### src/rtl/pkt_fifo_reader_if.sv
// Byte stream toward the MAC TX framer: data, valid, last, ready.
interface pkt_fifo_reader_if;
    logic [7:0] m_data;
    logic       m_valid;
    logic       m_last;
    logic       m_ready;

    modport master (output m_data, output m_valid, output m_last, input m_ready);
    modport slave  (input m_data, input m_valid, input m_last, output m_ready);
endinterface

### src/rtl/pkt_fifo_reader.sv
// Whole-packet reader for the 8-bit + EOD packet FIFO, with inter-frame gap.
// Optional stat_pkts/stat_bytes counters are built when PKT_FIFO_READER_STATS_EN is defined.
module pkt_fifo_reader #(
    parameter int IFG_CYCLES = 12,
    parameter int PKT_CNT_W  = 6
) (
    input  logic                 clk,
    input  logic                 rst,
    input  logic                 pkt_wr_done,
    output logic                 fifo_re,
    input  logic [7:0]           fifo_do,
    input  logic                 fifo_eod,
    input  logic                 fifo_empty,
    pkt_fifo_reader_if.master    tx,
    output logic                 busy,
    output logic [PKT_CNT_W-1:0] pkt_pending,
    output logic                 err_flag
`ifdef PKT_FIFO_READER_STATS_EN
    ,
    output logic [31:0]          stat_pkts,
    output logic [31:0]          stat_bytes
`endif
);

    localparam int DATA_W = 8;
    localparam int GAP_W  = (IFG_CYCLES > 1) ? $clog2(IFG_CYCLES + 1) : 1;

    typedef enum logic [1:0] {IDLE, STREAM, GAP} state_t;

    state_t                state, state_nxt;
    logic [GAP_W-1:0]      gap_cnt, gap_cnt_nxt;
    logic                  eod_fetched, eod_fetched_nxt;
    logic                  rd_vld_p1;
    logic [DATA_W-1:0]     buf_data [2];
    logic [1:0]            buf_last;
    logic [1:0]            occ;
    logic                  pop;
    logic                  cap_eod;
    logic                  wr_idx;
    logic [2:0]            room_calc;
    logic                  underrun;
    logic [PKT_CNT_W:0]    pend_upd;

    // Saturating packet counter update; the top bit flags overflow or underflow.
    function automatic logic [PKT_CNT_W:0] pend_next(input logic [PKT_CNT_W-1:0] cnt,
                                                      input logic inc, input logic dec);
        logic [PKT_CNT_W-1:0] max_v;
        max_v = '1;
        case ({inc, dec})
            2'b10:   pend_next = (cnt == max_v) ? {1'b1, cnt} : {1'b0, cnt + PKT_CNT_W'(1)};
            2'b01:   pend_next = (cnt == '0)    ? {1'b1, cnt} : {1'b0, cnt - PKT_CNT_W'(1)};
            default: pend_next = {1'b0, cnt};
        endcase
    endfunction

    assign cap_eod    = rd_vld_p1 & fifo_eod;
    assign tx.m_valid = (occ != 2'd0);
    assign tx.m_data  = tx.m_valid ? buf_data[0] : '0;
    assign tx.m_last  = tx.m_valid & buf_last[0];
    assign pop        = tx.m_valid & tx.m_ready;
    assign wr_idx     = occ[1] | (occ[0] & ~pop);
    assign room_calc  = {1'b0, occ} + {2'b0, rd_vld_p1} - {2'b0, pop};
    assign busy       = (state != IDLE);
    assign pend_upd   = pend_next(pkt_pending, pkt_wr_done, cap_eod);

    // A byte captured this cycle with EOD already blocks the next read of the same packet.
    always_comb begin
        state_nxt       = state;
        gap_cnt_nxt     = gap_cnt;
        eod_fetched_nxt = eod_fetched | cap_eod;
        fifo_re         = 1'b0;
        underrun        = 1'b0;
        case (state)
            IDLE: begin
                eod_fetched_nxt = 1'b0;
                if ((pkt_pending != '0) && !fifo_empty) begin
                    fifo_re   = 1'b1;
                    state_nxt = STREAM;
                end
            end
            STREAM: begin
                underrun = fifo_empty & ~eod_fetched_nxt;
                fifo_re  = ~fifo_empty & ~eod_fetched_nxt & (room_calc < 3'd2);
                if (pop && tx.m_last) begin
                    if (IFG_CYCLES == 0) begin
                        state_nxt = IDLE;
                    end else begin
                        state_nxt   = GAP;
                        gap_cnt_nxt = GAP_W'(IFG_CYCLES);
                    end
                end
            end
            GAP: begin
                gap_cnt_nxt = gap_cnt - GAP_W'(1);
                if (gap_cnt <= GAP_W'(1)) begin
                    state_nxt = IDLE;
                end
            end
            default: state_nxt = IDLE;
        endcase
    end

    // p1: capture of the byte requested by last cycle's fifo_re
    always_ff @(posedge clk) begin
        if (rst) begin
            state       <= IDLE;
            gap_cnt     <= '0;
            eod_fetched <= 1'b0;
            rd_vld_p1   <= 1'b0;
            occ         <= 2'd0;
            pkt_pending <= '0;
            err_flag    <= 1'b0;
        end else begin
            state       <= state_nxt;
            gap_cnt     <= gap_cnt_nxt;
            eod_fetched <= eod_fetched_nxt;
            rd_vld_p1   <= fifo_re;
            occ         <= occ - {1'b0, pop} + {1'b0, rd_vld_p1};
            pkt_pending <= pend_upd[PKT_CNT_W-1:0];
            if (pend_upd[PKT_CNT_W] || underrun) begin
                err_flag <= 1'b1;
            end
        end
    end

    // Skid storage holds data only; emptiness is tracked by occ.
    always_ff @(posedge clk) begin
        if (pop) begin
            buf_data[0] <= buf_data[1];
            buf_last[0] <= buf_last[1];
        end
        if (rd_vld_p1) begin
            buf_data[wr_idx] <= fifo_do;
            buf_last[wr_idx] <= fifo_eod;
        end
    end

`ifdef PKT_FIFO_READER_STATS_EN
    always_ff @(posedge clk) begin
        if (rst) begin
            stat_pkts  <= '0;
            stat_bytes <= '0;
        end else begin
            if (pop) begin
                stat_bytes <= stat_bytes + 32'd1;
            end
            if (pop && tx.m_last) begin
                stat_pkts <= stat_pkts + 32'd1;
            end
        end
    end
`endif

endmodule
### src/flat_wrapper.sv
// flat-port wrapper written by rule: the top's interface ports become plain ports
module pkt_fifo_reader_flat 
#(
    parameter int IFG_CYCLES = 12,
    parameter int PKT_CNT_W  = 6
)
  (clk, rst, pkt_wr_done, fifo_re, fifo_do, fifo_eod, fifo_empty, busy, pkt_pending, err_flag, tx_m_data, tx_m_valid, tx_m_last, tx_m_ready);
  pkt_fifo_reader_if tx_i ();
  input  logic clk;
  input  logic rst;
  input  logic pkt_wr_done;
  output logic fifo_re;
  input  logic [7:0] fifo_do;
  input  logic fifo_eod;
  input  logic fifo_empty;
  output logic busy;
  output logic [PKT_CNT_W-1:0] pkt_pending;
  output logic err_flag;
  output wire logic [$bits(tx_i.m_data)-1:0] tx_m_data;
  output wire logic [$bits(tx_i.m_valid)-1:0] tx_m_valid;
  output wire logic [$bits(tx_i.m_last)-1:0] tx_m_last;
  input wire logic [$bits(tx_i.m_ready)-1:0] tx_m_ready;
  assign tx_m_data = tx_i.m_data;
  assign tx_m_valid = tx_i.m_valid;
  assign tx_m_last = tx_i.m_last;
  assign tx_i.m_ready = tx_m_ready;
  pkt_fifo_reader #(.IFG_CYCLES(IFG_CYCLES), .PKT_CNT_W(PKT_CNT_W)) u_core (.clk(clk), .rst(rst), .pkt_wr_done(pkt_wr_done), .fifo_re(fifo_re), .fifo_do(fifo_do), .fifo_eod(fifo_eod), .fifo_empty(fifo_empty), .tx(tx_i), .busy(busy), .pkt_pending(pkt_pending), .err_flag(err_flag));
endmodule
### config.mk
export PLATFORM = sky130hd
export DESIGN_NAME = pkt_fifo_reader_flat
export DESIGN_NICKNAME = d
export VERILOG_FILES = /design/src/rtl/pkt_fifo_reader_if.sv /design/src/rtl/pkt_fifo_reader.sv /design/src/flat_wrapper.sv
export SDC_FILE = /design/constraint.sdc
export NUM_CORES = 1
export LEC_CHECK = 0
export ABC_AREA = 1
export BUFFER_PORTS_ARGS = -buffer_cell sky130_fd_sc_hd__buf_4
export CAP_MARGIN = 10
export CORE_MARGIN = 5
export CORE_UTILIZATION = 51
export DETAILED_ROUTE_END_ITERATION = 7
export GPL_ROUTABILITY_DRIVEN = 0
export HOLD_SLACK_MARGIN = 0.02
export PLACE_DENSITY = 0.74
export SYNTH_ARGS = -nofsm -noshare
export SYNTH_HDL_FRONTEND = slang
export SYNTH_SLANG_ARGS = --single-unit
export TNS_END_PERCENT = 10
### constraint.sdc
create_clock -name clk -period 2.3 [get_ports clk]
set_input_delay 0.115 -clock clk [delete_from_list [all_inputs] [get_ports clk]]
set_output_delay 0.115 -clock clk [all_outputs]
set_load 0.02 [all_outputs]
### Word level (Yosys, flattened, before mapping)

Memory sizes are Yosys's and may differ from the RTL's.
Index checks and enable logic that the tools add are counted.

* flip-flop bits (word level): 19
* memory bits (read-only): 0
* RAM bits: 16
* output and inout port bits: 19
* bits in latches: 0
* bits of input ports: 14
* memories: 1

* bitwise logic cells: 12
* shift operators: 0
* div/mod/pow operators: 0
* equal/unequal tests: 10
* reductions and logical operators: 16
* $mul: 0
* muxes and demuxes: 22
* add/sub/neg operators: 7
* magnitude comparators: 4

Memory list
* u_core.buf_data: words 2, width 8, read ports 2, clocked after Yosys merged registers in 0, write ports 2, RTL line pkt_fifo_reader.sv:34 `logic [DATA_W-1:0] buf_data [2];`

Operator list (number)
* 2-to-1 mux 7 bit: 2
* case mux 7 bit (2 select lines): 1
* 2-to-1 mux 1 bit: 9
* 2-to-1 mux 8 bit: 1
* case mux 4 bit (2 select lines): 1
* nonzero test 2 bit: 4
* AND 1 bit: 7
* adder 6 x 1 -> 6 bit (second input constant): 1
* == test 6 bit (second input constant): 1
* zero test 6 bit: 1
* 2-to-1 mux 2 bit: 3
* != test 2 x 1 -> 1 bit (second input constant): 3
* case mux 2 bit (3 select lines): 1
* AND reduction 3 bit: 2
* nonzero test 6 bit: 1
* subtractor 6 x 1 -> 6 bit (second input constant): 1
* == test 2 x 1 -> 1 bit (second input constant): 2
* == test 2 bit (second input constant): 2
* less-or-equal comparator 4 x 1 -> 1 bit (second input constant): 1
* 2-to-1 mux 4 bit: 1
* != test 2 bit (second input constant): 2
* subtractor 4 x 1 -> 4 bit (second input constant): 1
* adder 2 x 1 -> 3 bit: 1
* logical AND 1 bit: 3
* 16 further kinds: 19

### Depth between registers and ports, before layout

* word-level depth: 11
* mapped depth: 10
* depth with buffers taken out: 10

### Worst setup path after synthesis

No wires, ideal clock.

* path kind: register to output
* start point: reg u_core.occ[1]
* end point: out fifo_re
* data arrival time: 1.768 ns
* slack: 0.417 ns
* cell stages (with the launch flop): 11
* cells stage by stage: dfxtp_1 nor2_1 nor2_1 inv_1 nand2_1 nand2_1 ha_1 fa_1 nor2_1 nand4_1 nand2_1

* longest elaborated chain between the ends: 6
* elaborated cells between the ends (all ways): 7

Ends and longest elaborated chain
* from (decl): RTL line pkt_fifo_reader.sv:36 `logic [1:0] occ;`
* from (signal assigned): RTL line pkt_fifo_reader.sv:118 `occ <= occ - {1'b0, pop} + {1'b0, rd_vld_p1};`
* parallel branches: the longest is 2 deep, another holds adder 2 x 1 -> 3 bit
* subtractor 3 x 1 -> 3 bit (*): RTL line pkt_fifo_reader.sv:62 `assign room_calc = {1'b0, occ} + {2'b0, rd_vld_p1} - {2'b0, pop};`
* named net u_core.room_calc[1]: RTL line pkt_fifo_reader.sv:40 `logic [2:0] room_calc;`
* less-than comparator 3 x 2 -> 1 bit (*): RTL line pkt_fifo_reader.sv:83 `fifo_re = ~fifo_empty & ~eod_fetched_nxt & (room_calc < 3'd2);`
* AND 1 bit (*): RTL line pkt_fifo_reader.sv:83
* case mux 1 bit (2 select lines) (*): RTL line pkt_fifo_reader.sv:73 `case (state)`
* to (decl): RTL line flat_wrapper.sv:12 `output logic fifo_re;`

Mark *: on every way through the listed nets, which the timed path passes.

### Worst setup path after layout

* start point: reg u_core.occ[0]
* end point: out fifo_re

Same word-level chain as after synthesis.

==> flow_summary.toml <==
[outcome]
status = "complete, no violations"

[final_layout]
area_delta_synth_final_pct = 29.0
diodes = 0
layout.nets = 310
drive_above_1_share = 0.222

[die]
start_util = 0.515
core_area_sq_mm = 0.00361
num_rows = 22
die_area_sq_mm = 0.00495
fp.dieH_microns = 70.3
die-width_microns = 70.3
ios = 33

[timing]
post-route-period-util = 0.959
setup_viol = 0
timing.final.ws_setup_ns = 0.0945
clock.fmax_mhz = 453
report.final.slew_viol_count = 0
period_needed_ns = 2.21
relSlewSlack = 0.508
finalHoldViolations = 0
setup_tns_ns = 0
hold_ws_ns = 0.126
fin_skew_ns = 0.00308
tightestPinTransition_ns = 0.735

[grt]
busiest_layer = "met2"
met2_usage = 0.293
antenna_found_initial = 0
grt_pass1_vias = 1421
grt.overflow.total = 0
grt_pass1_wl_mm = 6.67
grt_use_total = 0.174
grtUsageMet3 = 0.0489
grt_max_degree = 17
grt_use_met1 = 0.211

[logic_synthesis]
ys_warn_count = 0
synth_nets = 259
synth_fa_ha_area_frac = 0.0647
synthMuxAreaShare = 0
syn_inst = 236
synth_seq_cells = 35
yosys.area_share.simple = 0.273
synth_xor_area_frac = 0.0189
synth.avg_cell_area_sq_um = 7.87
syn_area_sq_mm = 0.00186
yosysTopAreaCell = "edfxtp_1"
yosys.area.top_type_share = 0.275
synth-compound-area-share = 0.0795
seq_area_frac_synth = 0.469
synthTopCellsByArea = "edfxtp_1 27%, dfxtp_1 19%, nand2_1 13%"
synth_top_family_by_area = "simple AND/OR/NAND/NOR gates"
synth.distinct_cells = 30

[detailed_routing]
drt_pass1_iterations = 4
ant_nets = 0
routedWlPerCell_microns = 12.3
route.vias.total = 1635
routed_wl_mm = 4.12
avgViaCountPerCell = 4.87
drt_iter0_drc = 122
drc = 0

[clock_network]
clkSinkCount = 35
cts_tree = "yes"
clk_path_buf_depth = 2
cts_buffers = 5
clk-insertion-delay-late_ns = 0.29
ctsRootBufferMaster = "clkbuf_8"
path_clk_slew_ns = 0.07
h-tree-depth = 2

[placed_design]
pre_cts_ws_ns = 0.257
io_buffers = 32
hpwl_mm = 2.75

[setup_path]
r2r-start = "u_core.occ[0]"
worstSetupStartpoint = "u_core.occ[0]"
cp.required_ns = 2.18
cp.arrival_ns = 2.09
worstPathMaxFanout = 3
startpoint_type = "flip-flop"
endpoint_kind = "output port"
path_class = "flip-flop to output port"

[power_and_ir_drop]
p_leak_uw = 0.00114
p_per_area_mw_per_mm2 = 806
ir_worst_vdd_v = 0.000650

[run]
cap_violations = 0

[min_path]
hp-start = "rst"
hp-class = "input pin to flip-flop"
-- path summary, 6_finish.rpt --
| kind | slack (ns) | to | cells after the start |
|---|---|---|---|
| hold / removal | 0.13 | u_core.pkt_pending[5] | 2 |
| hold reg to reg | 0.50 | u_core.gap_cnt[0] | 1 |
| setup reg to reg | 0.49 | u_core.rd_vld_p1 | 10 |
| setup / recovery | 0.09 | fifo_re | 11 |
-- metrics by stage --
stage                      util  std cells  power (uW)  cell area, sq um
after CTS                 0.654        334        1890              2360
after global routing      0.664        336        2040              2390
after detailed placement  0.594        313        1360              2140
after floorplan               -        236        1140              1860
final                     0.664        336        1930              2390
after global placement    0.594        313        1350              2140
-- cell usage in the layout, fill, tap and decap left out, drive strengths merged, types with 7 or more instances in the layout --
master / n
dfxtp: 18
nand3: 14
a21oi: 15
clkbuf: 7
inv: 39
nor2: 33
nand2: 64
ha: 8
o21ai: 9
edfxtp: 17
buf: 40
dlygate4sd3: 9
-- worst max-delay path, cell delays in order (launching register included) --
cell and delay [ns]:
dfxtp_4 0.37, nor2_4 0.04, nor2_4 0.11, inv_2 0.05, nand2_1 0.06, nand2_1 0.06
ha_2 0.18, fa_1 0.47, nor2_1 0.12, nand4_1 0.11, nand2_1 0.12, buf_6 0.12
-- logic make-up (layout without fill, tap and decap cells) --
| family | count (synthesis) | count (layout) |
|---|---|---|
| fa+ha+maj | 9 | 9 |
| compound gates | 28 | 28 |
| flops | 35 | 35 |
| simple gates | 116 | 116 |
| buf+inv | 44 | 96 |
| xor+xnor | 4 | 4 |
-- power by group --
| part | switching [uW] | internal, uW | leakage (uW) |
|---|---|---|---|
| logic | 397 | 296 | 0.000794 |
| registers | 35.9 | 738 | 0.000302 |
| clock network | 220 | 242 | 0.0000482 |
| total | 653 | 1280 | 0.00114 |
-- flip-flops by register name, indices dropped and copies added (netlist names) --
signal	cells
u_core.gap_cnt	4
u_core.pkt_pending	6
u_core.rd_vld_p1	1
u_core.buf_data	16
u_core.err_flag	1
u_core.buf_last	2
u_core.state	2
u_core.eod_fetched	1
u_core.occ	2
-- Yosys cell counts, drive strengths merged --
| cell | instances |
|---|---|
| nand2 | 64 |
| inv | 39 |
| nor2 | 33 |
| dfxtp | 18 |
| edfxtp | 17 |
| a21oi | 15 |
| nand3 | 14 |
| o21ai | 9 |
| ha | 8 |
| clkbuf | 3 |
| xor2 | 3 |
| buf | 2 |
| nand4 | 2 |
| o22ai | 2 |
| fa | 1 |
| nand3b | 1 |
| nor3 | 1 |
| o211ai | 1 |
| o31ai | 1 |
| or2 | 1 |
| xnor2 | 1 |
-- repair_timing --
action / 4_1_cts / 5_1_grt
buffers inserted: 4 / 2
endpoints found under the setup margin: 1 / 1
resized for setup: 3 / 7
hold buffers: 9 / 0
endpoints found under the hold margin: 9 / 0
pin swaps: 3 / 6
-- final cells by class --
class | count | area, sq um
clock buffers | 7 | 86.3
clock inverters | 1 | 5.00
fillers | 297 | 1210
inverters | 39 | 146
multi-input cells | 157 | 827
flip-flops and latches | 35 | 876
well taps | 48 | 60.1
repair buffers | 49 | 394
-- routing by layer --
layer | vias up | routed length, microns
met5 | - | 0
met4 | 0 | 83
met3 | 6 | 169
met2 | 32 | 2160
met1 | 753 | 1700
li1 | 844 | -
Power figures use the tool's default switching activity.
